## config.mk

```make
export PLATFORM = sky130hd
export DESIGN_NAME = uart_tx_arb
export DESIGN_NICKNAME = d
export VERILOG_FILES = /design/src/rtl/uart_tx_arb.sv
export SDC_FILE = /design/constraint.sdc
export NUM_CORES = 1
export LEC_CHECK = 0
export BUFFER_PORTS_ARGS = -buffer_cell sky130_fd_sc_hd__buf_2
export CAP_MARGIN = 25
export CORE_MARGIN = 1
export CORE_UTILIZATION = 45
export CTS_CLUSTER_SIZE = 30
export DETAILED_ROUTE_END_ITERATION = 6
export PLACE_DENSITY = 0.73
export REMOVE_ABC_BUFFERS = 1
export SYNTH_ARGS = -nofsm -noshare
export SYNTH_HDL_FRONTEND = slang
export SYNTH_SLANG_ARGS = --single-unit
```

## constraint.sdc

```tcl
create_clock -name clk -period 6.7 [get_ports clk]
set_input_delay 1.34 -clock clk [delete_from_list [all_inputs] [get_ports clk]]
set_output_delay 1.34 -clock clk [all_outputs]
set_load 0.01 [all_outputs]
```

## src/rtl/uart_tx_arb.sv

```systemverilog
// uart_tx_arb: round-robin arbiter sharing one uart_tx byte transmitter
// among N requesters, with an optional per-requester lock that keeps the
// grant across a multi-byte message.
//
// Ports:
//   clk, rst     clock and asynchronous active-high reset
//   req_vld      [N]    requester i has a byte ready
//   req_data     [8N]   byte of requester i in bits [8i+7:8i]
//   req_lock     [N]    requester i keeps the grant after the current byte
//   req_rdy      [N]    one-cycle accept pulse to the granted requester
//   tx_din       [8]    byte to uart_tx, stable for the whole frame
//   tx_din_vld          one-cycle start pulse to uart_tx
//   busy                uart_tx busy flag
//   grant_id     [IDW]  current or last granted requester
//   grant_act           a grant is held (frame in progress or locked)
//   err_to              sticky flag: busy never rose after a start pulse
module uart_tx_arb #(
  parameter int N       = 4,
  parameter int IDW     = 2,
  parameter int BUSY_TO = 16
) (
  input  logic             clk,
  input  logic             rst,
  input  logic [N-1:0]     req_vld,
  input  logic [8*N-1:0]   req_data,
  input  logic [N-1:0]     req_lock,
  output logic [N-1:0]     req_rdy,
  output logic [7:0]       tx_din,
  output logic             tx_din_vld,
  input  logic             busy,
  output logic [IDW-1:0]   grant_id,
  output logic             grant_act,
  output logic             err_to
);

  localparam int unsigned SW = (N > 1) ? $clog2(N) : 1;
  localparam int unsigned CW = $clog2(BUSY_TO + 1);

  localparam logic [2:0] ST_IDLE    = 3'd0;
  localparam logic [2:0] ST_ISSUE   = 3'd1;
  localparam logic [2:0] ST_WAIT_HI = 3'd2;
  localparam logic [2:0] ST_WAIT_LO = 3'd3;
  localparam logic [2:0] ST_DONE    = 3'd4;

  logic [2:0]     state, state_nxt;
  logic [N-1:0]   req_rdy_nxt;
  logic [7:0]     tx_din_nxt;
  logic           tx_din_vld_nxt;
  logic [IDW-1:0] grant_id_nxt;
  logic           grant_act_nxt;
  logic           err_to_nxt;
  logic           lock_hold, lock_hold_nxt;
  logic [CW-1:0]  to_cnt, to_cnt_nxt;

  logic           win_found;
  logic [IDW-1:0] win_idx;
  logic [7:0]     win_byte;

  // Winner search: locked owner only, else first valid after the last grant.
  always_comb begin
    win_found = 1'b0;
    win_idx   = grant_id;
    if (lock_hold) begin
      win_found = req_vld[SW'(grant_id)];
    end else begin
      for (int k = 1; k <= N; k++) begin
        if (!win_found && req_vld[SW'((int'(grant_id) + k) % N)]) begin
          win_found = 1'b1;
          win_idx   = IDW'((int'(grant_id) + k) % N);
        end
      end
    end
  end

  // Byte of the selected requester.
  always_comb begin
    win_byte = 8'h00;
    for (int i = 0; i < N; i++) begin
      if (IDW'(i) == win_idx) win_byte = req_data[8*i +: 8];
    end
  end

  // Next-state and registered-output logic.
  always_comb begin
    state_nxt      = state;
    req_rdy_nxt    = '0;
    tx_din_nxt     = tx_din;
    tx_din_vld_nxt = 1'b0;
    grant_id_nxt   = grant_id;
    err_to_nxt     = err_to;
    lock_hold_nxt  = lock_hold;
    to_cnt_nxt     = to_cnt;

    case (state)
      ST_IDLE: begin
        // An external user holding busy defers arbitration entirely.
        if (!busy && win_found) begin
          grant_id_nxt = win_idx;
          tx_din_nxt   = win_byte;
          req_rdy_nxt  = N'(1) << win_idx;
          state_nxt    = ST_ISSUE;
        end
      end
      ST_ISSUE: begin
        tx_din_vld_nxt = 1'b1;
        to_cnt_nxt     = '0;
        state_nxt      = ST_WAIT_HI;
      end
      ST_WAIT_HI: begin
        if (busy) begin
          state_nxt = ST_WAIT_LO;
        end else if (to_cnt == CW'(BUSY_TO - 1)) begin
          err_to_nxt = 1'b1;
          state_nxt  = ST_DONE;
        end else begin
          to_cnt_nxt = to_cnt + CW'(1);
        end
      end
      ST_WAIT_LO: begin
        if (!busy) state_nxt = ST_DONE;
      end
      ST_DONE: begin
        // Lock is re-sampled after every byte so a message ends cleanly.
        lock_hold_nxt = req_lock[SW'(grant_id)];
        state_nxt     = ST_IDLE;
      end
      default: begin
        state_nxt = ST_IDLE;
      end
    endcase

    grant_act_nxt = (state_nxt != ST_IDLE) || lock_hold_nxt;
  end

  // State and output registers.
  always_ff @(posedge clk or posedge rst) begin
    if (rst) begin
      state      <= ST_IDLE;
      req_rdy    <= '0;
      tx_din     <= 8'h00;
      tx_din_vld <= 1'b0;
      grant_id   <= IDW'(N - 1);
      grant_act  <= 1'b0;
      err_to     <= 1'b0;
      lock_hold  <= 1'b0;
      to_cnt     <= '0;
    end else begin
      state      <= state_nxt;
      req_rdy    <= req_rdy_nxt;
      tx_din     <= tx_din_nxt;
      tx_din_vld <= tx_din_vld_nxt;
      grant_id   <= grant_id_nxt;
      grant_act  <= grant_act_nxt;
      err_to     <= err_to_nxt;
      lock_hold  <= lock_hold_nxt;
      to_cnt     <= to_cnt_nxt;
    end
  end

endmodule
```

# After elaboration in Yosys (flattened, before gate mapping)
# Index checks and enable logic that the tools add are counted.
[word_totals] reg_bits=26 inputBits=43 output_inout_bits=17 elab_cells=92
[classes] n_addsub=5 magnitude_cmp=5 eq_ne=10 n_shift=1 n_mux=45 bitwise_logic=1 n_reduce_logical=16
[op_table] operator="two-way mux 8 bit" count=4
[op_table] operator="two-way mux 1 bit" count=20
[op_table] operator="< comparator 2 x 4 -> 1 bit (second input constant)" count=4
[op_table] operator="binary-select mux 1 bit (select 2 bit)" count=6
[op_table] operator="two-way mux 3 bit" count=4
[op_table] operator="case mux 3 bit (4 select lines)" count=1
[op_table] operator="two-way mux 2 bit" count=5
[op_table] operator="two-way mux 5 bit" count=2
[op_table] operator="case mux 5 bit (2 select lines)" count=1
[op_table] operator="two-way mux 4 bit" count=2
[op_table] operator="equality test 3 x 2 -> 1 bit (second input constant)" count=2
[op_table] operator="AND reduction 3 bit" count=2
[op_table] operator="adder 5 x 1 -> 5 bit (second input constant)" count=1
[op_table] operator="equality test 5 x 4 -> 1 bit (second input constant)" count=1
[op_table] operator="adder 2 x 1 -> 2 bit (second input constant)" count=2
[op_table] operator="adder 2 bit (second input constant)" count=2
[op_table] operator="equality test 2 bit (first input constant)" count=2
[op_table] operator="logical AND 1 bit" count=4
[op_table] operator="logical NOT 1 bit" count=4
[op_table] operator="!= test 2 bit (second input constant)" count=2
[op_table] operator="<< shifter 1 x 2 -> 4 bit (first input constant)" count=1
[op_table] operator="equality test 3 x 1 -> 1 bit (second input constant)" count=1
[op_table] operator="equality test 3 bit (second input constant)" count=1
[op_table] operator="logical NOT 3 bit" count=1
[op_table] operator="8 further kinds" count=8

# Logic depth before layout (Yosys ltp)
[depth] word_depth=23 mapped_depth=10 ltp_nobuf=8

# Worst setup path before layout
# No wires, ideal clock.
[synth_timing] path_kind="input-to-reg" startpoint="input port req_vld[0]" endpoint="register tx_din[0]" setup_time_ns=0.120 arrival_ns=3.139 required_time_ns=6.580 setup_slack_ns=3.441 path_stages=8 path_buffers=2 path_cell_list="buf_2 > nand2b_1 > mux4_2 > mux2_4 > buf_6 > o31ai_1 > nand3b_1 > a31o_1"
[synth_between] elab_chain_cells=22 word_cells_on_any_way=43 classes_between="eq/ne (3); mux (31); reduce/logical (9)"
[synth_rtl] item="start: declaration" line_no="24" text="input logic [N-1:0] req_vld,"
[synth_rtl] item="binary-select mux 1 bit (select 2 bit)" line_no="67" text="if (!win_found && req_vld[SW'((int'(grant_id) + k) % N)]) begin"
[synth_rtl] item="two-way mux 1 bit (implied by the code) (2 in a row)" line_no="67"
[synth_rtl] item="two-way mux 1 bit" line_no="67"
[synth_rtl] item="two-way mux 1 bit" line_no="63" text="if (lock_hold) begin"
[synth_rtl] item="logical NOT 1 bit" line_no="67"
[synth_rtl] item="logical AND 1 bit" line_no="67"
[synth_rtl] item="two-way mux 1 bit" line_no="67"
[synth_rtl] item="two-way mux 1 bit" line_no="63"
[synth_rtl] item="[2 not listed]"
[synth_rtl] item="two-way mux 1 bit" line_no="67"
[synth_rtl] item="two-way mux 1 bit" line_no="63"
[synth_rtl] item="logical NOT 1 bit" line_no="67"
[synth_rtl] item="logical AND 1 bit" line_no="67"
[synth_rtl] item="two-way mux 2 bit" line_no="67"
[synth_rtl] item="two-way mux 2 bit" line_no="63"
[synth_rtl] item="logical NOT 2 bit" line_no="79" text="if (IDW'(i) == win_idx) win_byte = req_data[8*i +: 8];"
[synth_rtl] item="two-way mux 8 bit (4 in a row)" line_no="79"
[synth_rtl] item="end signal: assignment" line_no="150" text="tx_din <= tx_din_nxt;"
[synth_rtl] item="end: declaration" line_no="28" text="output logic [7:0] tx_din,"
# Several ways; a longest one is shown, not always the timed one. The select of a mux whose other input is x is not followed.
# A chain may end at the register's enable or synchronous reset.

# Final worst setup path
[layout_timing] startpoint="input port req_vld[0]" endpoint="register tx_din[5]"
# Same word-level chain as after synthesis.

==> results.yml <==
timing:
  worst_slew_pin_slew_ns: 1.09
  setup_violations: 0
  maxSlewHeadroom_pct: 27.4
  period_share_pct: 45.2
  drv_slew: 0
  min_period_ns: 3.03
  rsz0062_at_grt: "no"
  final_hold_viol_count: 0
  timing.fmax_mhz: 330
  setup_ws_ns: 3.67
  tns_ns: 0
  finClkSkew_ns: 0.00736
clocking:
  clkSinkCount: 26
  clk_pin_slew_worst_paths_ns: 0.09
  cts_resized: 0
  hold_buffers: 0
  insertion_delay_ns: 0.27
  tritoncts: "yes"
  numCtsBuffers: 3
  cts_setup_buffers: 0
  cts_root_buf: "clkbuf_8"
  ctsLongestPathBuffers: 2
  htreeDepth: 1
worst_setup_path:
  rrSetupSlack_ns: 4.09
  crit_family: "multiplexers"
  crit_fanout: 16
  path_depth: 7
  r2r-start: "to_cnt[0]$_DFFE_PP0P_"
  worstPathCellList: "buf_2 -> nand2b_1 -> mux4_2 -> mux2_4 -> o31ai_1 -> nand3b_1 -> a31o_1"
  critPathCaptureType: "flop"
  cp-start-kind: "input pin"
  crit_arrival_ns: 3.19
  slowest_delay_ns: 0.53
  reg2regPathDepth: 8
  worstPathRequired_ns: 6.87
  cp_slowest_cell: "mux4_2"
  r2r_end: "to_cnt[3]$_DFFE_PP0P_"
  cp_num_buf_inv: 1
  path_class: "in -> reg"
placement:
  hpwl_mm: 2.94
  dpl-instance-area_sq_mm: 0.00206
  post-place-ws_ns: 3.37
  place_congestion: 0.795
  io_buffers: 59
layout:
  fin_area_sq_mm: 0.00217
  nets: 293
  num_antenna_cells: 0
  fillers: 344
  most-common-layout-cells: "buf_2, o31ai_1, dfrtp_1"
  final_common_cell: "buf_2"
  area_growth_pct: 24.2
  layout-drive-gt1-share_pct: 32.4
  finish.utilization_pct: 58.9
yosys:
  syn-cell-area_sq_mm: 0.00175
  synth_edf_count: 0
  synth_seq_cells: 26
  synth_cell_type_count: 36
  syn_avg_cell_area_sq_um: 9.06
  synthCells: 193
  ys_top_cells_by_area: "dfrtp_1, o31ai_1, a31o_1, nand3b_1, nor2b_1"
  synth_seq_area_share_pct: 37.4
  yosysTopAreaCell: "dfrtp_1"
  synth_top_area_share_pct: 34.4
  synthArstFlopShare_pct: 100
  yosys_warnings: 0
  synth_ff_type: "dfrtp_1"
floorplan:
  ioPinCount: 60
  initial_utilization_pct: 47.4
  die-area_sq_mm: 0.00414
  die_h_microns: 64.3
  core_sq_mm: 0.00369
  fp.dieW_microns: 64.3
  num_rows: 22
hold_path:
  worstHoldPathType: "reg -> reg"
  min-delay-start: "err_to$_DFFE_PP0P_"
  hold_end: "err_to$_DFFE_PP0P_"
  min_path_cells: 1
job:
  cap_violations: 0
grt:
  grt_pass1_wl_mm: 6.49
  grt_use_total_pct: 20.3
  grt_max_degree: 27
  antenna_found_initial: 0
  grt_pass1_vias: 1440
  overflow: 0
drt:
  num_vias: 1650
  wl_per_cell_microns: 13.7
  postRouteAntennaNets: 0
  drtIter0Drc: 59
  drc: 0
  via_per_inst: 5.59
  firstDrtPassIters: 4
  wirelength_mm: 4.03
power_and_ir_drop:
  vdd_drop_max_v: 0.000168
  p_leak_uw: 0.00104
  power_density_mw_per_mm2: 411
status:
  status: "finished clean"
-- worst max path at each step --
stage / from / endpoint / slack [ns]
finish: req_vld[0] / tx_din[5]$_DFFE_PP0P_ / 3.67
global placement: req_vld[0] / tx_din[0]$_DFFE_PP0P_ / 3.10
detailed placement: req_vld[0] / tx_din[5]$_DFFE_PP0P_ / 3.37
CTS: req_vld[0] / tx_din[5]$_DFFE_PP0P_ / 3.67
floorplan: req_vld[0] / tx_din[0]$_DFFE_PP0P_ / 3.57
global route: req_vld[1] / tx_din[5]$_DFFE_PP0P_ / 3.59
-- cells by family (layout without fill, tap and decap cells) --
family	count (synthesis)	after routing	synth area share, %
and+or+nand+nor	68	68	21.4
adders and majority gates	2	2	1.43
xor gates and xnor gates	2	2	1.00
muxes	9	9	7.01
buffers and inverters	25	79	6.30
DFF	26	26	37.4
AOI/OAI and AO/OA	61	61	25.5
-- through the flow --
step	total power (uW)	cells	hold WS, ns
after floorplan	612	177	0.469
after global routing	963	295	0.512
after CTS	892	293	0.494
after global placement	746	288	0.444
after detailed placement	760	289	0.472
final	892	295	0.484
-- worst reg2reg max path: stages (launching register included) --
cell     delay, ns
dfrtp_1       0.42
ha_1          0.22
and3_1        0.18
ha_1          0.21
or4b_2        0.62
a21oi_1       0.45
nand4_1       0.18
xor2_1        0.16
nor2_1        0.05
-- registers in the layout, indices dropped and copies added, names as in the netlist --
name	cells
req_rdy	4
state	3
lock_hold	1
grant_id	2
err_to	1
grant_act	1
to_cnt	5
tx_din	8
tx_din_vld	1
-- cells in the mapped netlist, types with 2 or more instances --
master and count:
a31o_1 8, dfrtp_1 24, ha_1 2, inv_1 9
o211ai_1 5, nor2b_1 9, nor3b_1 3, nand2_1 8
mux2i_1 4, o31ai_1 32, xor2_1 2, a21oi_1 3
nor2_1 13, dfstp_2 2, nand3_1 9, nand3b_1 8
o21ai_0 7, mux2_2 2, buf_2 7, clkbuf_1 8
nor3_1 6, and3_1 2, or4_1 2, nand2b_1 5
mux4_2 2
-- routing by layer --
metal | GRT usage, % | share of wire, % | vias up | routed length [microns]
met4 | 5.83 | 0.62 | 0 | 25
met5 | 0 | 0 | - | 0
li1 | - | - | 830 | -
met3 | 3.57 | 5.7 | 2 | 230
met2 | 34.3 | 47 | 50 | 1900
met1 | 26.3 | 47 | 768 | 1880
-- final cells by class --
cell class / instances / area (sq um) / share of cell area (%)
Clock buffer: 3 / 41.3 / 1.90
Clock inverter: 1 / 30.0 / 1.38
Inverter: 9 / 33.8 / 1.56
Multi-Input combinational cell: 142 / 985 / 45.4
Sequential cell: 26 / 653 / 30.1
Tap cell: 48 / 60.1 / 2.77
Timing Repair Buffer: 66 / 368 / 16.9
-- where the power goes --
group	switching [uW]	internal (uW)	leakage (uW)
Clock	50.9	79.9	0.0000357
Sequential	53.7	216	0.000332
Combinational	267	224	0.000675
(Power assumes the default switching activity.)
